--- src/rtl/edit_cursor_ctrl_if.sv ---
// Bus bundle between the pointer/keyboard front end, the cursor controller
// and the downstream text buffer.
interface edit_cursor_ctrl_if;
  logic [9:0] MOUSE_X_POS;
  logic [8:0] MOUSE_Y_POS;
  logic       mouse_left;
  logic       key_valid;
  logic [2:0] key_code;
  logic       commit_ready;
  logic [8:0] writing_block_pos;
  logic       editing;
  logic       commit_valid;
  logic [8:0] commit_pos;
  logic       canvas_clear;

  // Stimulus side: drives pointer, keys and the text buffer's ready.
  modport master (
    output MOUSE_X_POS, MOUSE_Y_POS, mouse_left, key_valid, key_code, commit_ready,
    input  writing_block_pos, editing, commit_valid, commit_pos, canvas_clear
  );

  // Controller side.
  modport slave (
    input  MOUSE_X_POS, MOUSE_Y_POS, mouse_left, key_valid, key_code, commit_ready,
    output writing_block_pos, editing, commit_valid, commit_pos, canvas_clear
  );
endinterface

--- src/rtl/edit_cursor_ctrl.sv ---
// Handwriting-cell cursor controller: a mouse click opens a cell, arrow keys
// move it, enter commits it to the text buffer and esc abandons it.
module edit_cursor_ctrl #(
  parameter int unsigned COLS = 20,
  parameter int unsigned ROWS = 15
) (
  input  logic              clk,
  input  logic              rst,
  edit_cursor_ctrl_if.slave bus
);

  localparam int unsigned XW = 5;
  localparam int unsigned YW = 4;
  localparam logic [XW-1:0] X_MAX = XW'(COLS - 1);
  localparam logic [YW-1:0] Y_MAX = YW'(ROWS - 1);

  localparam logic [2:0] KEY_UP    = 3'd1;
  localparam logic [2:0] KEY_DOWN  = 3'd2;
  localparam logic [2:0] KEY_LEFT  = 3'd3;
  localparam logic [2:0] KEY_RIGHT = 3'd4;
  localparam logic [2:0] KEY_ENTER = 3'd5;
  localparam logic [2:0] KEY_ESC   = 3'd6;

  typedef enum logic [1:0] {
    IDLE    = 2'd0,
    EDITING = 2'd1,
    COMMIT  = 2'd2
  } state_t;

  state_t          state_q, state_d;
  logic [XW-1:0]   x_q, x_d;
  logic [YW-1:0]   y_q, y_d;
  logic [8:0]      cpos_q, cpos_d;
  logic            cv_q, cv_d;
  logic            edit_q, edit_d;
  logic            clr_q, clr_d;
  logic            prev_left_q;

  logic            click_c;
  logic [XW-1:0]   cell_x_c;
  logic [YW-1:0]   cell_y_c;
  logic            in_grid_c;
  logic            unused_c;

  assign cell_x_c  = bus.MOUSE_X_POS[9:5];
  assign cell_y_c  = bus.MOUSE_Y_POS[8:5];
  assign in_grid_c = (32'(cell_x_c) < COLS) && (32'(cell_y_c) < ROWS);
  assign click_c   = bus.mouse_left & ~prev_left_q;
  assign unused_c  = ^{bus.MOUSE_X_POS[4:0], bus.MOUSE_Y_POS[4:0]};

  // State and output registers; reset wins over any same-cycle event.
  always_ff @(posedge clk) begin
    if (rst) begin
      state_q     <= IDLE;
      x_q         <= '0;
      y_q         <= '0;
      cpos_q      <= '0;
      cv_q        <= 1'b0;
      edit_q      <= 1'b0;
      clr_q       <= 1'b0;
      prev_left_q <= 1'b1;
    end else begin
      state_q     <= state_d;
      x_q         <= x_d;
      y_q         <= y_d;
      cpos_q      <= cpos_d;
      cv_q        <= cv_d;
      edit_q      <= edit_d;
      clr_q       <= clr_d;
      prev_left_q <= bus.mouse_left;
    end
  end

  // Next-state and next-output decode; one action per cycle at most.
  always_comb begin
    state_d = state_q;
    x_d     = x_q;
    y_d     = y_q;
    cpos_d  = cpos_q;
    cv_d    = cv_q;
    clr_d   = 1'b0;

    case (state_q)
      IDLE: begin
        if (click_c && in_grid_c) begin
          state_d = EDITING;
          x_d     = cell_x_c;
          y_d     = cell_y_c;
          clr_d   = 1'b1;
        end
      end

      EDITING: begin
        if (bus.key_valid) begin
          case (bus.key_code)
            KEY_UP: begin
              if (y_q != '0) begin
                y_d   = y_q - YW'(1);
                clr_d = 1'b1;
              end
            end
            KEY_DOWN: begin
              if (y_q != Y_MAX) begin
                y_d   = y_q + YW'(1);
                clr_d = 1'b1;
              end
            end
            KEY_LEFT: begin
              if (x_q != '0) begin
                x_d   = x_q - XW'(1);
                clr_d = 1'b1;
              end
            end
            KEY_RIGHT: begin
              if (x_q != X_MAX) begin
                x_d   = x_q + XW'(1);
                clr_d = 1'b1;
              end
            end
            KEY_ENTER: begin
              state_d = COMMIT;
              cv_d    = 1'b1;
              cpos_d  = {y_q, x_q};
            end
            KEY_ESC: begin
              state_d = IDLE;
              clr_d   = 1'b1;
            end
            default: ;
          endcase
        end
      end

      COMMIT: begin
        if (cv_q && bus.commit_ready) begin
          state_d = IDLE;
          cv_d    = 1'b0;
          clr_d   = 1'b1;
          // Advance in raster order, wrapping from the last cell to the first.
          if (x_q == X_MAX) begin
            x_d = '0;
            y_d = (y_q == Y_MAX) ? '0 : y_q + YW'(1);
          end else begin
            x_d = x_q + XW'(1);
          end
        end
      end

      default: state_d = IDLE;
    endcase
  end

  assign edit_d = (state_d != IDLE);

  assign bus.writing_block_pos = {y_q, x_q};
  assign bus.editing           = edit_q;
  assign bus.commit_valid      = cv_q;
  assign bus.commit_pos        = cpos_q;
  assign bus.canvas_clear      = clr_q;

endmodule

--- src/flat_wrapper.sv ---
// flat-port wrapper written by rule: the top's interface ports become plain ports
module edit_cursor_ctrl_flat 
#(
  parameter int unsigned COLS = 20,
  parameter int unsigned ROWS = 15
)
  (clk, rst, bus_MOUSE_X_POS, bus_MOUSE_Y_POS, bus_mouse_left, bus_key_valid, bus_key_code, bus_commit_ready, bus_writing_block_pos, bus_editing, bus_commit_valid, bus_commit_pos, bus_canvas_clear);
  edit_cursor_ctrl_if bus_i ();
  input  logic clk;
  input  logic rst;
  input wire logic [$bits(bus_i.MOUSE_X_POS)-1:0] bus_MOUSE_X_POS;
  input wire logic [$bits(bus_i.MOUSE_Y_POS)-1:0] bus_MOUSE_Y_POS;
  input wire logic [$bits(bus_i.mouse_left)-1:0] bus_mouse_left;
  input wire logic [$bits(bus_i.key_valid)-1:0] bus_key_valid;
  input wire logic [$bits(bus_i.key_code)-1:0] bus_key_code;
  input wire logic [$bits(bus_i.commit_ready)-1:0] bus_commit_ready;
  output wire logic [$bits(bus_i.writing_block_pos)-1:0] bus_writing_block_pos;
  output wire logic [$bits(bus_i.editing)-1:0] bus_editing;
  output wire logic [$bits(bus_i.commit_valid)-1:0] bus_commit_valid;
  output wire logic [$bits(bus_i.commit_pos)-1:0] bus_commit_pos;
  output wire logic [$bits(bus_i.canvas_clear)-1:0] bus_canvas_clear;
  assign bus_i.MOUSE_X_POS = bus_MOUSE_X_POS;
  assign bus_i.MOUSE_Y_POS = bus_MOUSE_Y_POS;
  assign bus_i.mouse_left = bus_mouse_left;
  assign bus_i.key_valid = bus_key_valid;
  assign bus_i.key_code = bus_key_code;
  assign bus_i.commit_ready = bus_commit_ready;
  assign bus_writing_block_pos = bus_i.writing_block_pos;
  assign bus_editing = bus_i.editing;
  assign bus_commit_valid = bus_i.commit_valid;
  assign bus_commit_pos = bus_i.commit_pos;
  assign bus_canvas_clear = bus_i.canvas_clear;
  edit_cursor_ctrl #(.COLS(COLS), .ROWS(ROWS)) u_core (.clk(clk), .rst(rst), .bus(bus_i));
endmodule
--- config.mk ---
export PLATFORM = sky130hd
export DESIGN_NAME = edit_cursor_ctrl_flat
export DESIGN_NICKNAME = d
export VERILOG_FILES = /design/src/rtl/edit_cursor_ctrl_if.sv /design/src/rtl/edit_cursor_ctrl.sv /design/src/flat_wrapper.sv
export SDC_FILE = /design/constraint.sdc
export NUM_CORES = 1
export LEC_CHECK = 0
export CORE_MARGIN = 2
export CORE_UTILIZATION = 30
export CTS_CLUSTER_DIAMETER = 100
export DETAILED_ROUTE_END_ITERATION = 6
export GPL_TIMING_DRIVEN = 0
export SYNTH_ARGS = -nofsm -noshare
export SYNTH_HDL_FRONTEND = slang
export SYNTH_SLANG_ARGS = --single-unit
export TNS_END_PERCENT = 10
--- constraint.sdc ---
create_clock -name clk -period 2.15 [get_ports clk]
set_input_delay 0.215 -clock clk [delete_from_list [all_inputs] [get_ports clk]]
set_output_delay 0.215 -clock clk [all_outputs]
set_load 0.02 [all_outputs]
==> results.md <==
* Most frequent cells in the layout: 34 x clkdlybuf4s50_1, 20 x nor2_1, 20 x dfxtp_1
* Clock latency on the worst-skew pair at roughly 270 ps
* CTS tree: done
* Total core area at 5510 µm²
* DIE AREA at 6340 µm²
* Top FF cell, synth: dfxtp_1
* WP data arrival at 2260 ps
* Port bufs at 34
* Initial Utilization at 0.312
* Gpl congestion at 0.813
* CTS clk-pin slew, worst paths at 90 ps
* Crit path launch: u_core.state_q[1]
* Cells after Synth at 205
* Number of flops mapped to enable cells by yosys at 0
* Num ports at 48
* Post-CTS Hold Buffers at 0
* Reg2reg path depth at 7
* Share of cells above drive strength 1 at 0.120
* Reg2Reg Launch Point: u_core.state_q[1]
* Die width at 79.6 µm
* Total GRT Usage at 0.151
* CP endpoint: u_core.y_q[1]
* CTS Sinks at 24
* Lkg Pwr at 0.000795 µW
* Yosys warns at 0
* First-pass GRT wire length at 7660 µm
* Reg2reg end: u_core.y_q[1]
* Area contributors post-synth: dfxtp_1 28%, ha_1 8.7%, mux2i_1 4.7%, a21oi_1 4.4%, nor2_1 4.4%
* Mean Syn Cell Area at 8.37 µm²
* Hold Crit Depth at 2
* Top cell type's share of synthesized area at 0.280
* Final nets at approximately 280
* Post-Synthesis Net Count at 244
* Status: finished clean
* H-tree depth at 1
* Fmax at 487 MHz
* Post-synth ARST share at 0
* R2R Setup Slk at 100 ps
* DR iter-0 viols at 87
* CP Class: reg2reg
* Least-Margin Pin Slew at around 570 ps
* Area of the mapped netlist at around 1700 µm²
* Seq/Total Area, Yosys at 0.280
* Final Skew at 2.74 ps
* Post-route minimum period at 2050 ps
* Ant diodes at 0
* Pwr Density at between 400 and 500 nW/µm²
* 1st-pass router iterations at 4
* Final hold violation count at 0
* Largest net degree at the start of global routing at 13
* Max clock buf depth at 2
* Setup bufs post-CTS at 0
* Vias in the first global route at 1624
* FF+latch count, synth at 24
* Grt total ovfl at 0
* Yosys cell types at 53
* Final setup fails at 0
* Pins Over Slew Limit at 0
* Via count at roughly 1600
* # DRC at 0
* Die height at 79.6 µm
* Total power at around 1100 µW
* Cell taking the most area after synthesis: dfxtp_1
* CP Launch Type: flip-flop
* Post-detailed-route wirelength per cell at 14.5 µm
* Period utilization at 0.954
* Fin area at 2250 µm²
* CTS root buf: clkbuf_8
* Routed vias/inst at 5.24
* Antenna Nets Post-Route at 0
* Total Wirelength at 4530 µm
* Max VDD drop at around 0.0002 V
* Crit path max fanout at 9
* Most common cell after layout, fill and taps aside: clkdlybuf4s50_1
* Row count at 27
* Max_cap viols at 0
* Hold Path Class: in2reg
* Req. time, crit path at 2350 ps
* Num CTS Buffers at 3
* CP endpoint kind: flip-flop
* Area Growth Syn to Fin at 31.1%
* Antenna violations before repair at 0
* Placed Area at 2150 µm²
* HPWL after detailed placement at 3390 µm
* Max-slew headroom at 0.619
synth_stat cells (all sizes together) (3+ instances only):
| library cell | instances |
|---|---|
| a21oi | 16 |
| clkbuf | 12 |
| ha | 12 |
| o221ai | 3 |
| nand2 | 8 |
| nor2b | 4 |
| dfxtp | 24 |
| nand4 | 4 |
| and2 | 3 |
| nand3b | 3 |
| a31oi | 4 |
| a211oi | 4 |
| nor3b | 3 |
| o21ai | 7 |
| nor2 | 20 |
| xnor2 | 7 |
| mux2i | 8 |
| nand2b | 3 |
| nand3 | 5 |
| xor2 | 4 |
| inv | 11 |
| nor3 | 5 |
registers in the layout, summed over array words and instances (netlist names):
| register | flops |
|---|---|
| u_core.bus.commit_pos | 9 |
| u_core.y_q | 4 |
| u_core.bus.commit_valid | 1 |
| u_core.state_q | 2 |
| u_core.prev_left_q | 1 |
| u_core.bus.editing | 1 |
| u_core.x_q | 5 |
| u_core.bus.canvas_clear | 1 |
metal layers:
layer,vias to the layer above,share of wire,track usage
met5,-,0,0
met4,0,0.010,0.0397
met3,5,0.053,0.0271
met2,47,0.46,0.248
met1,771,0.48,0.203
li1,817,-,-
area by class of cell:
class,count,area [µm²]
clock buffer,3,41.3
buffer,13,57.6
inverter,11,41.3
tap,72,90.1
sequential,24,488
timing repair buffer,34,340
fill,585,3260
multi-input combinational,156,1190
critical path, cell delays in order (launching register included):
cell      delay, ps
dfxtp_2         380
inv_1            90
ha_2            240
nor2b_1         180
a2111o_1        370
a211o_4         360
a211o_1         250
a21oi_2         110
per-stage QoR:
stage | utilization | hold WS [ps] | instances | TNS (ps) | worst slack [ps]
2_1_floorplan | - | 322 | 205 | 0 | 24.7
3_3_place_gp | 0.390 | 478 | 311 | -2530 | -423
3_5_place_dp | 0.390 | 483 | 311 | -2420 | -409
4_1_cts | 0.401 | 436 | 313 | 0 | 14.9
5_1_grt | 0.409 | 466 | 313 | -9.64 | -9.64
6_report | 0.409 | 417 | 313 | 0 | 98.4
kinds of logic (layout without fill, tap and decap cells):
| kind of cell | after synthesis | after routing | synth area share |
|---|---|---|---|
| multiplexers | 8 | 8 | 0.0466 |
| XOR/XNOR | 11 | 11 | 0.0561 |
| buffers and inverters | 25 | 61 | 0.0598 |
| flip-flops | 24 | 24 | 0.280 |
| AND/OR/NAND/NOR | 66 | 66 | 0.216 |
| AO/OA/AOI/OAI | 59 | 59 | 0.254 |
| adder cells (fa/ha/maj) | 12 | 12 | 0.0875 |
timing repair:
item / 4_1_cts / 5_1_grt
setup endpoints to repair: 10 / 8
pin swaps: 1 / 1
resized for setup: 8 / 10
power by group:
group	internal [µW]	switching (µW)
logic	145	163
registers	461	20.8
clock network	126	146
total	732	330
worst min-delay path by stage:
stage                                        start                  endpoint  slack [ps]
after global placement    u_core.bus.commit_pos[1]  u_core.bus.commit_pos[1]         480
after detailed placement  u_core.bus.commit_pos[1]  u_core.bus.commit_pos[1]         480
final                                          rst             u_core.x_q[1]         420
after floorplan                     bus_mouse_left        u_core.prev_left_q         320
after global routing                           rst             u_core.y_q[2]         470
after CTS                                      rst             u_core.y_q[2]         440
Power figures use the tool's default switching activity.
